[src/rtl/sensor_report_tx.sv]
// sensor_report_tx
// Takes a snapshot of N_CH unsigned sensor readings when triggered. Each valid
// reading is converted to DIGITS decimal digits by sequential double-dabble,
// and the frame is streamed as ASCII bytes through a byte transmitter:
//   d..d,d..d,...,d..d CR LF
// A reading too large for DIGITS digits is sent as all '9'. An invalid channel
// is sent as DIGITS dashes.
//
// Ports
//   clk          system clock, rising edge
//   rst_n        asynchronous active-low reset
//   frame_req    one-cycle request for a report frame
//   ch_data      packed readings, channel k at [k*DATA_W +: DATA_W]
//   ch_valid     per-channel valid flags
//   tx_busy      byte transmitter busy
//   tx_start     one-cycle pulse launching tx_data
//   tx_data      ASCII byte, held until the next tx_start
//   frame_busy   high from frame acceptance until frame_done
//   frame_done   one-cycle pulse when the frame is complete
//   req_dropped  one-cycle pulse for a trigger that arrives while a frame runs
module sensor_report_tx #(
  parameter int N_CH        = 2,
  parameter int DATA_W      = 8,
  parameter int DIGITS      = 3,
  parameter int AUTO_PERIOD = 0
) (
  input  logic                     clk,
  input  logic                     rst_n,
  input  logic                     frame_req,
  input  logic [N_CH*DATA_W-1:0]   ch_data,
  input  logic [N_CH-1:0]          ch_valid,
  input  logic                     tx_busy,
  output logic                     tx_start,
  output logic [7:0]               tx_data,
  output logic                     frame_busy,
  output logic                     frame_done,
  output logic                     req_dropped
);

  localparam int BW   = 4 * DIGITS;
  localparam int CW   = (N_CH > 1) ? $clog2(N_CH) : 1;
  localparam int TW   = (AUTO_PERIOD > 1) ? $clog2(AUTO_PERIOD) : 1;
  localparam int MAXV = 10 ** DIGITS - 1;

  localparam logic [TW-1:0] T_LAST   = TW'((AUTO_PERIOD > 0) ? AUTO_PERIOD - 1 : 0);
  localparam logic [CW-1:0] CH_LAST  = CW'(N_CH - 1);
  localparam logic [2:0]    DIG_LAST = 3'(DIGITS - 1);
  localparam logic [4:0]    BIT_LAST = 5'(DATA_W - 1);

  typedef enum logic [2:0] {IDLE, CONV, EMIT, WAIT, SEP, CR, LF, DONE} state_t;
  // Remembers what was just handed to the transmitter so WAIT knows where to go.
  typedef enum logic [1:0] {K_DIG, K_SEP, K_CR, K_LF} kind_t;

  state_t                   state;
  kind_t                    kind;
  logic [N_CH*DATA_W-1:0]   snap_data;
  logic [N_CH-1:0]          snap_valid;
  logic [CW-1:0]            ch_idx;
  logic [DATA_W-1:0]        bin;
  logic [BW-1:0]            bcd;
  logic [4:0]               bit_cnt;
  logic [2:0]               dig_idx;
  logic                     sat;
  logic                     dash;
  logic [TW-1:0]            timer;

  logic                     auto_fire;
  logic                     trigger;
  logic                     wait_exit;
  logic                     load_ch;
  logic [CW-1:0]            nxt_idx;
  logic [DATA_W-1:0]        nxt_val;
  logic                     nxt_vld;
  logic [7:0]               emit_byte;

  // One double-dabble step: add 3 to every BCD digit >= 5, then shift in the
  // next binary bit. Digits above DIGITS are dropped; that only happens for
  // readings that saturate, whose BCD result is never used.
  function automatic logic [BW-1:0] dabble_step(input logic [BW-1:0] b, input logic in_bit);
    logic [BW-1:0] a;
    a = b;
    for (int d = 0; d < DIGITS; d++) begin
      if (a[4*d +: 4] >= 4'd5) a[4*d +: 4] = a[4*d +: 4] + 4'd3;
    end
    return {a[BW-2:0], in_bit};
  endfunction

  function automatic logic saturates(input logic [DATA_W-1:0] v);
    return 32'(v) > 32'(MAXV);
  endfunction

  function automatic logic [7:0] ascii_digit(input logic [3:0] d);
    return 8'h30 | {4'h0, d};
  endfunction

  assign auto_fire = (AUTO_PERIOD > 0) && (timer == T_LAST);
  assign trigger   = frame_req | auto_fire;
  // The tx_start cycle itself is skipped, because the transmitter may raise
  // busy only one cycle later.
  assign wait_exit = (state == WAIT) && !tx_start && !tx_busy;
  assign load_ch   = ((state == IDLE) && trigger) || (wait_exit && (kind == K_SEP));

  // Selects the channel that is about to start. At frame start the live
  // inputs are used, because the snapshot is written in the same cycle.
  always_comb begin
    nxt_idx = (state == IDLE) ? '0 : ch_idx + 1'b1;
    nxt_val = (state == IDLE) ? ch_data[DATA_W-1:0] : snap_data[int'(nxt_idx)*DATA_W +: DATA_W];
    nxt_vld = (state == IDLE) ? ch_valid[0] : snap_valid[nxt_idx];
  end

  always_comb begin
    if (dash)     emit_byte = 8'h2D;
    else if (sat) emit_byte = 8'h39;
    else          emit_byte = ascii_digit(bcd[BW-1 -: 4]);
  end

  always_ff @(posedge clk or negedge rst_n) begin
    if (!rst_n) begin
      timer <= '0;
    end else if (AUTO_PERIOD > 0) begin
      timer <= auto_fire ? '0 : timer + 1'b1;
    end
  end

  // Snapshot and conversion datapath. These registers have no reset; the FSM
  // loads them before it reads them.
  always_ff @(posedge clk) begin
    if ((state == IDLE) && trigger) begin
      snap_data  <= ch_data;
      snap_valid <= ch_valid;
    end
    if (load_ch) begin
      bin <= nxt_val;
      bcd <= '0;
    end else if (state == CONV) begin
      bcd <= dabble_step(bcd, bin[DATA_W-1]);
      bin <= bin << 1;
    end else if ((state == EMIT) && !tx_busy) begin
      bcd <= bcd << 4;
    end
  end

  always_ff @(posedge clk or negedge rst_n) begin
    if (!rst_n) begin
      state       <= IDLE;
      kind        <= K_DIG;
      tx_start    <= 1'b0;
      tx_data     <= 8'h00;
      frame_busy  <= 1'b0;
      frame_done  <= 1'b0;
      req_dropped <= 1'b0;
      ch_idx      <= '0;
      dig_idx     <= '0;
      bit_cnt     <= '0;
      sat         <= 1'b0;
      dash        <= 1'b0;
    end else begin
      tx_start    <= 1'b0;
      frame_done  <= 1'b0;
      req_dropped <= trigger && (state != IDLE);
      case (state)
        IDLE: begin
          if (trigger) begin
            frame_busy <= 1'b1;
            ch_idx     <= nxt_idx;
            dig_idx    <= '0;
            bit_cnt    <= '0;
            sat        <= saturates(nxt_val);
            dash       <= !nxt_vld;
            state      <= nxt_vld ? CONV : EMIT;
          end
        end
        CONV: begin
          if (bit_cnt == BIT_LAST) begin
            bit_cnt <= '0;
            state   <= EMIT;
          end else begin
            bit_cnt <= bit_cnt + 1'b1;
          end
        end
        EMIT: begin
          if (!tx_busy) begin
            tx_start <= 1'b1;
            tx_data  <= emit_byte;
            kind     <= K_DIG;
            state    <= WAIT;
          end
        end
        SEP: begin
          if (!tx_busy) begin
            tx_start <= 1'b1;
            tx_data  <= 8'h2C;
            kind     <= K_SEP;
            state    <= WAIT;
          end
        end
        CR: begin
          if (!tx_busy) begin
            tx_start <= 1'b1;
            tx_data  <= 8'h0D;
            kind     <= K_CR;
            state    <= WAIT;
          end
        end
        LF: begin
          if (!tx_busy) begin
            tx_start <= 1'b1;
            tx_data  <= 8'h0A;
            kind     <= K_LF;
            state    <= WAIT;
          end
        end
        WAIT: begin
          if (wait_exit) begin
            case (kind)
              K_DIG: begin
                if (dig_idx == DIG_LAST) begin
                  dig_idx <= '0;
                  state   <= (ch_idx == CH_LAST) ? CR : SEP;
                end else begin
                  dig_idx <= dig_idx + 1'b1;
                  state   <= EMIT;
                end
              end
              K_SEP: begin
                ch_idx  <= nxt_idx;
                bit_cnt <= '0;
                sat     <= saturates(nxt_val);
                dash    <= !nxt_vld;
                state   <= nxt_vld ? CONV : EMIT;
              end
              K_CR: state <= LF;
              K_LF: begin
                state      <= DONE;
                frame_done <= 1'b1;
                frame_busy <= 1'b0;
              end
            endcase
          end
        end
        DONE: state <= IDLE;
      endcase
    end
  end

endmodule

[config.mk]
export PLATFORM = sky130hd
export DESIGN_NAME = sensor_report_tx
export DESIGN_NICKNAME = d
export VERILOG_FILES = /design/src/rtl/sensor_report_tx.sv
export SDC_FILE = /design/constraint.sdc
export NUM_CORES = 1
export LEC_CHECK = 0
export CAP_MARGIN = 20
export CORE_MARGIN = 2
export CORE_UTILIZATION = 45
export CTS_CLUSTER_DIAMETER = 50
export CTS_CLUSTER_SIZE = 24
export DETAILED_ROUTE_END_ITERATION = 12
export PLACE_DENSITY_LB_ADDON = 0.15
export SKIP_CTS_REPAIR_TIMING = 1
export SLEW_MARGIN = 10
export SYNTH_ARGS = -nofsm -noshare
export SYNTH_HDL_FRONTEND = slang
export SYNTH_SLANG_ARGS = --single-unit
[constraint.sdc]
create_clock -name clk -period 2.7 [get_ports clk]
set_clock_uncertainty 0.1 [all_clocks]
set_input_delay 0.54 -clock clk [delete_from_list [all_inputs] [get_ports clk]]
set_output_delay 0.54 -clock clk [all_outputs]
set_load 0.01 [all_outputs]
### Yosys cells after proc, flatten, opt, wreduce, memory -nomap -nowiden

Cells that the tools add are included.

| word-level totals | value |
|---|---|
| output and inout port bits | 12 |
| register bits after elaboration | 66 |
| input port bits | 22 |

| operators by class | value |
|---|---|
| equality and inequality tests | 23 |
| reductions and logical operators | 25 |
| shift operators | 1 |
| $add $sub $neg | 6 |
| multiplexer cells | 64 |
| magnitude comparators | 4 |

Operators by type and width:

| cell | number |
|---|---|
| 8-bit two-way mux | 7 |
| 8-bit one-hot mux with 4 select lines | 1 |
| 3-bit two-way mux | 10 |
| 5-bit two-way mux | 5 |
| 12-bit two-way mux | 2 |
| 1-bit two-way mux | 22 |
| 4-bit AND reduction | 5 |
| 16-bit by 5-bit variable part select with 8-bit output | 1 |
| 3-bit one-hot mux with 5 select lines | 1 |
| 5-bit one-hot mux with 3 select lines | 1 |
| 2-bit != test (second input constant) | 7 |
| 3-bit == test (second input constant) | 4 |
| 4-bit by 3-bit greater-or-equal comparator with 1-bit output (second input constant) | 3 |
| 4-bit two-way mux | 3 |
| 3-bit one-hot mux with 4 select lines | 1 |
| 2-bit two-way mux | 5 |
| 3-bit by 2-bit == test with 1-bit output (second input constant) | 3 |
| 4-bit by 2-bit adder with 4-bit output (second input constant) | 2 |
| 2-bit by 1-bit != test with 1-bit output (second input constant) | 4 |
| 1-bit one-hot mux with 2 select lines | 4 |
| 2-bit one-hot mux with 4 select lines | 1 |
| 1-bit logical AND | 6 |
| 3-bit one-hot mux with 2 select lines | 1 |
| 2-bit nonzero test | 3 |
| other kinds (17) | 21 |

### Depth between registers and ports, before layout

Gate-level depths: netlist of run 1.

| logic depth | value |
|---|---|
| word-level depth | 9 |
| mapped depth | 8 |
| mapped depth without buffers | 6 |

### Worst setup path after synthesis of run 1

OpenSTA, ideal clock, no wires.

| timing path | value |
|---|---|
| path type | register to register |
| from | register state[2] |
| to | register bin[0], enable pin |
| required time | 2,271 ps |
| cell stages (with the launch flop) | 8 |
| arrival | 1,890 ps |
| path slack | 381 ps |
| cells stage by stage | dfrtp_1 buf_2 nor3_4 nand2_1 inv_1 a41oi_2 buf_2 nand2_1 |

| on the way | value |
|---|---|
| cells in the longest elaborated chain, start to end | 6 |
| elaborated cells on any way between the ends | 9 |
| classes of those cells | 2 x eq/ne; 7 x reduce/logical |

RTL lines:

| what | RTL line | source |
|---|---|---|
| start: declaration | 54 | `state_t state;` |
| start signal: assignment | 170 | `state <= nxt_vld ? CONV : EMIT;` |
| start signal: assignment | 219 | `state <= (ch_idx == CH_LAST) ? CR : SEP;` |
| start signal: assignment | 230 | `state <= nxt_vld ? CONV : EMIT;` |
| 3-bit by 2-bit == test with 1-bit output | 100 | `assign wait_exit = (state == WAIT) && !tx_start && !tx_busy;` |
| 1-bit logical AND (2 in series) | 100 |  |
| 1-bit logical AND | 101 | `assign load_ch = ((state == IDLE) && trigger) \|\| (wait_exit && (kind == K_SEP));` |
| 1-bit logical OR | 101 |  |
| 2-bit nonzero test (no line) (*) | n/a |  |
| end signal: assignment | 133 | `bin <= nxt_val;` |
| end signal: assignment | 137 | `bin <= bin << 1;` |
| end: declaration | 59 | `logic [DATA_W-1:0] bin;` |

Every way passes the cells marked *; elsewhere a longest branch is shown, timed or not.
A chain may end at the register's enable or synchronous reset.

### Final worst setup path of run 1

| timing path | value |
|---|---|
| from | register state[1] |
| to | register bcd[6] |

| on the way | value |
|---|---|
| cells in the longest elaborated chain, start to end | 5 |
| elaborated cells on any way between the ends | 12 |
| classes of those cells | 3 x eq/ne; 1 x mux; 8 x reduce/logical |

RTL lines:

| what | RTL line | source |
|---|---|---|
| 3-bit by 2-bit == test with 1-bit output | 100 |  |
| 1-bit logical AND (2 in series) | 100 |  |
| 1-bit logical AND | 101 |  |
| 1-bit logical OR | 101 |  |
| end signal: assignment | 136 | `bcd <= dabble_step(bcd, bin[DATA_W-1]);` |
| end signal: assignment | 139 | `bcd <= bcd << 4;` |
| end: declaration | 60 | `logic [BW-1:0] bcd;` |

Parallel ways exist; a longest one is shown, timed or not.

==> results of run 1 <==
-- power by group through the flow --
stage	combinational [W]	clock [W]	sequential, W
6_report	0.00139	0.000763	0.00157
5_1_grt	0.00159	0.000826	0.00161
4_1_cts	0.00140	0.000780	0.00157
3_5_place_dp	0.00139	0	0.00159
3_3_place_gp	0.00137	0	0.00158
2_1_floorplan	0.00105	0	0.00149
-- final cells by class --
cell class              count  area [um2]
clock buffers              15       176.4
clock inverters             1       5.005
fillers                   597        3022
inverters                  16       60.06
multi-input cells         212        1354
flip-flops and latches     63        1647
well taps                  80       100.1
repair buffers             42       392.9
-- worst max-delay path by stage --
stage             start  slack [ps]  depth (start not counted)      end
4_1_cts        state[0]         600                          7   bin[5]
3_3_place_gp    tx_busy         330                          5   bin[5]
3_5_place_dp    tx_busy         260                          5   bin[5]
5_1_grt        state[0]         390                          6  bcd[11]
2_1_floorplan  state[2]         380                          7   bin[0]
6_report       state[1]         620                          4   bcd[6]
-- cell usage in the layout (no fill, tap or decap), types with 3 or more instances in the layout --
cell	instances
sky130_fd_sc_hd__clkdlybuf4s50_1	31
sky130_fd_sc_hd__nand2_1	29
sky130_fd_sc_hd__a21oi_1	29
sky130_fd_sc_hd__edfxtp_1	26
sky130_fd_sc_hd__dfrtp_1	25
sky130_fd_sc_hd__o21ai_0	24
sky130_fd_sc_hd__nor2_1	22
sky130_fd_sc_hd__inv_1	16
sky130_fd_sc_hd__mux2i_1	12
sky130_fd_sc_hd__dfxtp_1	12
sky130_fd_sc_hd__clkbuf_8	12
sky130_fd_sc_hd__nand3_1	11
sky130_fd_sc_hd__buf_4	11
sky130_fd_sc_hd__ha_1	7
sky130_fd_sc_hd__or3_1	5
sky130_fd_sc_hd__nand2b_1	5
sky130_fd_sc_hd__a211oi_1	4
sky130_fd_sc_hd__nor3_1	4
sky130_fd_sc_hd__a31oi_1	4
sky130_fd_sc_hd__mux2_2	4
sky130_fd_sc_hd__nor2b_1	3
sky130_fd_sc_hd__xor2_1	3
sky130_fd_sc_hd__clkbuf_1	3
-- state kept, by name, summed over array words and instances, names as in the netlist --
signal,count
snap_data,16
bcd,12
bin,8
tx_data,6
bit_cnt,5
dig_idx,3
state,3
kind,2
snap_valid,2
ch_idx,1
dash,1
frame_busy,1
frame_done,1
req_dropped,1
tx_start,1
-- logic make-up (layout without fill, tap and decap cells) --
kind of cell,count (synthesis),after routing,synth area share
mux,16,16,0.05280
flops,63,63,0.5264
fa+ha+maj,7,7,0.02800
compound gates,85,85,0.1692
buf+inv,32,74,0.04360
other cells,1,2,0.001199
simple gates,97,97,0.1648
xor+xnor,5,5,0.01400
-- stage by stage --
| step | instance area, um2 | std cells | power (W) | utilization | setup slack (ps) |
|---|---|---|---|---|---|
| 2_1_floorplan | 3132 | 307 | 0.002542 | - | 380.7 |
| 3_3_place_gp | 3553 | 413 | 0.002954 | 0.5259 | 329.8 |
| 3_5_place_dp | 3553 | 413 | 0.002982 | 0.5259 | 258.3 |
| 4_1_cts | 3735 | 429 | 0.003750 | 0.5528 | 603.6 |
| 5_1_grt | 3735 | 429 | 0.004029 | 0.5528 | 393.5 |
| 6_report | 3735 | 429 | 0.003717 | 0.5528 | 624.9 |
-- layer usage --
layer  track usage  up-vias  wire (um)
li1              -     1192          -
met1        0.2622     1116       3173
met2        0.2686       54       2848
met3       0.03507       11        269
met4       0.09650        0        143
met5             0        -          0
-- critical path: cells and delay by family, from the launching register on --
| family | cells | cell delay [ps] |
|---|---|---|
| AND/OR/NAND/NOR | 1 | 550 |
| AO/OA/AOI/OAI | 2 | 220 |
| flip-flops | 1 | 690 |
| multiplexers | 1 | 390 |
==> results.py, run 1 <==
metrics = {
    "synthesis": {
        "async_reset_ff_frac": 0.3968,
        "dominantRegCellSynth": "sky130_fd_sc_hd__edfxtp_1",
        "netlist_instances": 306,
        "synthesis.area_um2": 3128,
        "synth.yosys.warnings": 0,
        "leading_cell_types_by_count_after_synthesis": "29 x sky130_fd_sc_hd__a21oi_1, 29 x sky130_fd_sc_hd__nand2_1, 26 x sky130_fd_sc_hd__edfxtp_1",
        "netlist.area_leader.share": 0.2496,
        "yosys_reg_bits": 63,
        "synth_enable_flop_cells": 26,
        "synthDominantAreaCellType": "sky130_fd_sc_hd__edfxtp_1",
        "synth.area.top_cells": "sky130_fd_sc_hd__edfxtp_1 25%, sky130_fd_sc_hd__dfrtp_1 20%, sky130_fd_sc_hd__dfxtp_1 7.7%, sky130_fd_sc_hd__a21oi_1 4.6%, sky130_fd_sc_hd__mux2i_1 3.8%",
        "synth.yosys.seq_area_share": 0.5264,
        "syn-mean-instance-area_um2": 10.22,
        "yosysUniqueCellTypes": 58,
    },
    "routing": {
        "drtAntennaViolNets": 0,
        "drc": 0,
        "drt-total-wl_um": 6434,
        "drt_iter0_drc": 117,
        "dr.pass1.iters": 4,
        "vias": 2373,
        "routedWlPerCell_um": 15.00,
        "avgViaCountPerCell": 5.531,
    },
    "floorplan": {
        "die_h_um": 87.38,
        "dieWidth_um": 87.38,
        "fp-row-count": 30,
        "fp.dieArea_um2": 7634,
        "fp.coreArea_um2": 6756,
        "pin_count": 34,
        "initial_standard_cell_utilization_of_the_core": 0.4630,
    },
    "critical_path": {
        "reg2reg_to": "bcd[6]",
        "critical_path.startpoint_type": "flip-flop",
        "timing.setup.critical_path_class": "reg2reg",
        "critical_path.cell_chain": "nor4b_4, mux2_2, o21ai_0, a21oi_1",
        "data_arrival_time_of_the_critical_path_ps": 2200,
        "cp_data_required_time_ps": 2830,
        "critical_path.reg2reg.startpoint": "state[1]",
        "path_max_fanout": 16,
        "endpoint_kind": "flip-flop",
        "ff2ff_path_depth": 4,
        "reg2reg_setup_slack_ps": 620,
        "cp_slowest_cell": "sky130_fd_sc_hd__dfrtp_1",
        "timing.critical_path.slowest_cell_delay_ps": 690,
    },
    "sta": {
        "setup_viol_count_final": 0,
        "report.final.hold_viol_count": 0,
        "slew-limit-headroom": 0.6329,
        "worst_pin_slew_ps": 550.6,
        "final_max_slew_viol_count": 0,
        "setup_tns_ps": 0,
        "timing.final.crit_period_ps": 2075,
        "fmax_mhz": 481.9,
        "layout_worst_path_cycle_share": 0.7686,
        "rsz_0062_raised_after_global_routing": "no",
        "hold_ws_ps": 401.4,
    },
    "placement": {
        "gp_congestion": 0.7623,
        "io_buffers": 31,
        "hpwlAfterDp_um": 4462,
    },
    "power_and_ir_drop": {
        "p_leak_nw": 1.431,
        "comb_pwr_share": 0.373,
        "sw_frac_of_total": 0.3697,
        "seqPwrFrac": 0.422,
        "clock_power_share": 0.205,
        "power.net_switching_w": 0.001374,
        "internal_power_w": 0.002343,
        "largest_vdd_supply_drop_mv": 0.5171,
        "power_density_nw_per_um2": 995.3,
    },
    "worst_hold_path": {
        "hold_end": "frame_busy",
        "whs_path_depth": 2,
        "worstHoldStart": "frame_busy",
        "min_path_type": "reg2reg",
    },
    "clocking": {
        "cts_tree": "done",
        "tritoncts.num_buffers": 9,
        "cts_htree_levels": 3,
        "numClockSinks": 63,
        "cts_max_path_buffers": 2,
        "clk_pin_slew_ps": 70,
        "clk_root_buffer_cell": "sky130_fd_sc_hd__clkbuf_8",
        "clk-insertion-delay-late_ps": 350,
    },
    "layout": {
        "synthToLayoutAreaGrowth_pct": 19.40,
        "nets": 373,
        "antenna_cells_inserted": 0,
        "final_layout_size_suffix_gt1_frac": 0.09742,
    },
    "flow_run": {
        "drv.max_cap_violation_count": 0,
    },
    "grt": {
        "wire_length_of_the_first_global_routing_pass_um": 10840,
        "grt_start_max_net_pins": 26,
        "grt_util_all_layers": 0.1854,
        "grt.overflow.total": 0,
        "vias_in_the_first_global_route": 2229,
        "number_of_antenna_violations_at_the_first_check_in_global_routing": 0,
    },
    "status": {
        "outcome": "finished, final reports clean",
    },
}
Note: power is estimated with default switching activity, not from simulation.
==> run 2, diff against run 1 <==
==> constraint.sdc (replaced) <==
create_clock -name clk -period 1.73 [get_ports clk]
set_clock_uncertainty 0.1 [all_clocks]
set_input_delay 0.346 -clock clk [delete_from_list [all_inputs] [get_ports clk]]
set_output_delay 0.346 -clock clk [all_outputs]
set_load 0.01 [all_outputs]
==> run 2 against run 1 <==
  * The run now ends with negative setup slack left
  * Global-route usage is 0.23 points higher
  * Routed wire length up 7.3%
  * Sequential cell count did not move
  * First-iteration DRC count fell by 15%
  * Setup slack got worse by 660 ps
  * Combinational power grew 120%
==> results.py, run 2 (synthesized netlist as in run 1, its figures left out) <==
metrics = {
    "sta": {
        "final_max_slew_viol_count": 0,
        "fmax_mhz": 565.3,
        "setup_viol_count_final": 16,
        "timing.final.crit_period_ps": 1769,
        "report.final.hold_viol_count": 0,
        "rsz_0062_raised_after_global_routing": "yes",
        "layout_worst_path_cycle_share": 1.023,
        "setup_tns_ps": -473.9,
        "final.setup.worst_slack_ps": -39.00,
    },
    "layout": {
        "antenna_cells_inserted": 0,
        "layout_commonest_cell": "sky130_fd_sc_hd__buf_4",
        "layout_top_registers": "snap_data: 16 flops, bcd: 12 flops, bin: 8 flops",
        "mostFrequentLayoutCells": "39 x sky130_fd_sc_hd__buf_4, 26 x sky130_fd_sc_hd__edfxtp_1, 26 x sky130_fd_sc_hd__clkdlybuf4s50_1, 25 x sky130_fd_sc_hd__a21oi_1, 25 x sky130_fd_sc_hd__dfrtp_1",
        "nets": 413,
        "final_layout_size_suffix_gt1_frac": 0.2622,
        "max_flop_register": "snap_data",
        "filler_cell_count": 552,
        "largest_register_ff_count": 16,
        "synthToLayoutAreaGrowth_pct": 36.52,
    },
    "floorplan": {
        "die_h_um": 87.38,
        "pin_count": 34,
        "fp.dieArea_um2": 7634,
        "initial_standard_cell_utilization_of_the_core": 0.4630,
        "fp.coreArea_um2": 6756,
        "fp-row-count": 30,
        "dieWidth_um": 87.38,
    },
    "clocking": {
        "clk_root_buffer_cell": "sky130_fd_sc_hd__clkbuf_8",
        "numClockSinks": 63,
        "tritoncts.num_buffers": 9,
        "cts_max_path_buffers": 2,
        "clk-insertion-delay-late_ps": 350,
        "cts_tree": "done",
        "cts_htree_levels": 3,
        "clk_pin_slew_ps": 80,
    },
    "placement": {
        "io_buffers": 31,
        "dpl_worst_slack_ps": -408.6,
        "gp_congestion": 0.7986,
        "hpwlAfterDp_um": 4776,
    },
    "routing": {
        "vias": 2560,
        "drt-total-wl_um": 6906,
        "drtAntennaViolNets": 0,
        "drc": 0,
        "routedWlPerCell_um": 14.72,
        "avgViaCountPerCell": 5.458,
        "dr.pass1.iters": 4,
        "drt_iter0_drc": 99,
    },
    "critical_path": {
        "endpoint_kind": "flip-flop",
        "path_max_fanout": 5,
        "cp_data_required_time_ps": 1740,
        "data_arrival_time_of_the_critical_path_ps": 1780,
        "critical_path.startpoint_type": "flip-flop",
        "timing.setup.critical_path_class": "reg2reg",
        "reg2reg_setup_slack_ps": -40,
    },
    "grt": {
        "vias_in_the_first_global_route": 2341,
        "number_of_antenna_violations_at_the_first_check_in_global_routing": 0,
        "grt_start_max_net_pins": 26,
        "grt.overflow.total": 0,
        "wire_length_of_the_first_global_routing_pass_um": 10940,
        "grt_util_all_layers": 0.1877,
    },
    "power_and_ir_drop": {
        "largest_vdd_supply_drop_mv": 0.5910,
        "power_density_nw_per_um2": 1535,
        "p_leak_nw": 1.723,
    },
    "status": {
        "failed_checks": "negative setup slack",
        "outcome": "finished with violations",
    },
    "flow_run": {
        "drv.max_cap_violation_count": 0,
    },
    "worst_hold_path": {
        "min_path_type": "in2async",
    },
}
[run 2: cell types whose count changed in the layout (fill, tap and decap cells not counted), sizes merged]
cell | previous run | this run
buf | 11 | 49
clkdlybuf4s50 | 31 | 26
clkinv | 1 | 3
clkbuf | 15 | 12
dlymetal6s2s | 0 | 5
clkinvlp | 0 | 3
[run 2: area by class of cell]
class | count | area [um2] | area share
flip-flops and latches | 63 | 1647 | 0.3856
multi-input cells | 212 | 1479 | 0.3463
repair buffers | 82 | 807.0 | 0.1890
clock buffers | 10 | 127.6 | 0.02989
well taps | 80 | 100.1 | 0.02344
inverters | 16 | 63.81 | 0.01494
clock inverters | 6 | 46.29 | 0.01084
[run 2: power by group]
part	leakage [nW]	internal [W]	total (W)	switching (W)
Combinational	0.996	0.00158	0.00308	0.00151
Sequential	0.644	0.00201	0.00235	0.000342
Clock	0.0829	0.000526	0.00113	0.000601
[run 2: final timing paths]
| check | startpoint | cells past startpoint | end |
|---|---|---|---|
| setup / recovery | state[0] | 6 | bin[1] |
| hold / removal | rst_n | 2 | frame_done |
| setup reg to reg | state[0] | 6 | bin[1] |
| hold reg to reg | frame_busy | 2 | frame_busy |
| max in group asynchronous | rst_n | 2 | bit_cnt[3] |
| min in group clk | frame_busy | 2 | frame_busy |
[run 2: worst max-delay path: stages (launching register included)]
cell,delay (ps)
sky130_fd_sc_hd__dfrtp_1,420
sky130_fd_sc_hd__buf_4,150
sky130_fd_sc_hd__and4bb_2,270
sky130_fd_sc_hd__a41oi_4,230
sky130_fd_sc_hd__buf_12,150
sky130_fd_sc_hd__clkbuf_16,140
sky130_fd_sc_hd__o21ai_1,60
[run 2: routing by layer]
layer | wire length [um] | global-route usage
met1 | 3318 | 0.2482
met3 | 230 | 0.03412
met2 | 3268 | 0.2975
met5 | 0 | 0
met4 | 89 | 0.08811
[run 2: metrics by stage]
stage | area, um2 | utilization | cells | total power, W | hold slack, ps
6_report | 4270 | 0.6320 | 469 | 0.006557 | 270.5
3_3_place_gp | 3865 | 0.5720 | 444 | 0.005083 | 376.1
3_5_place_dp | 3865 | 0.5720 | 444 | 0.005160 | 384.0
5_1_grt | 4270 | 0.6320 | 469 | 0.007046 | 288.2
4_1_cts | 4039 | 0.5978 | 460 | 0.006303 | 278.7
2_1_floorplan | 3202 | - | 307 | 0.004077 | -49.59
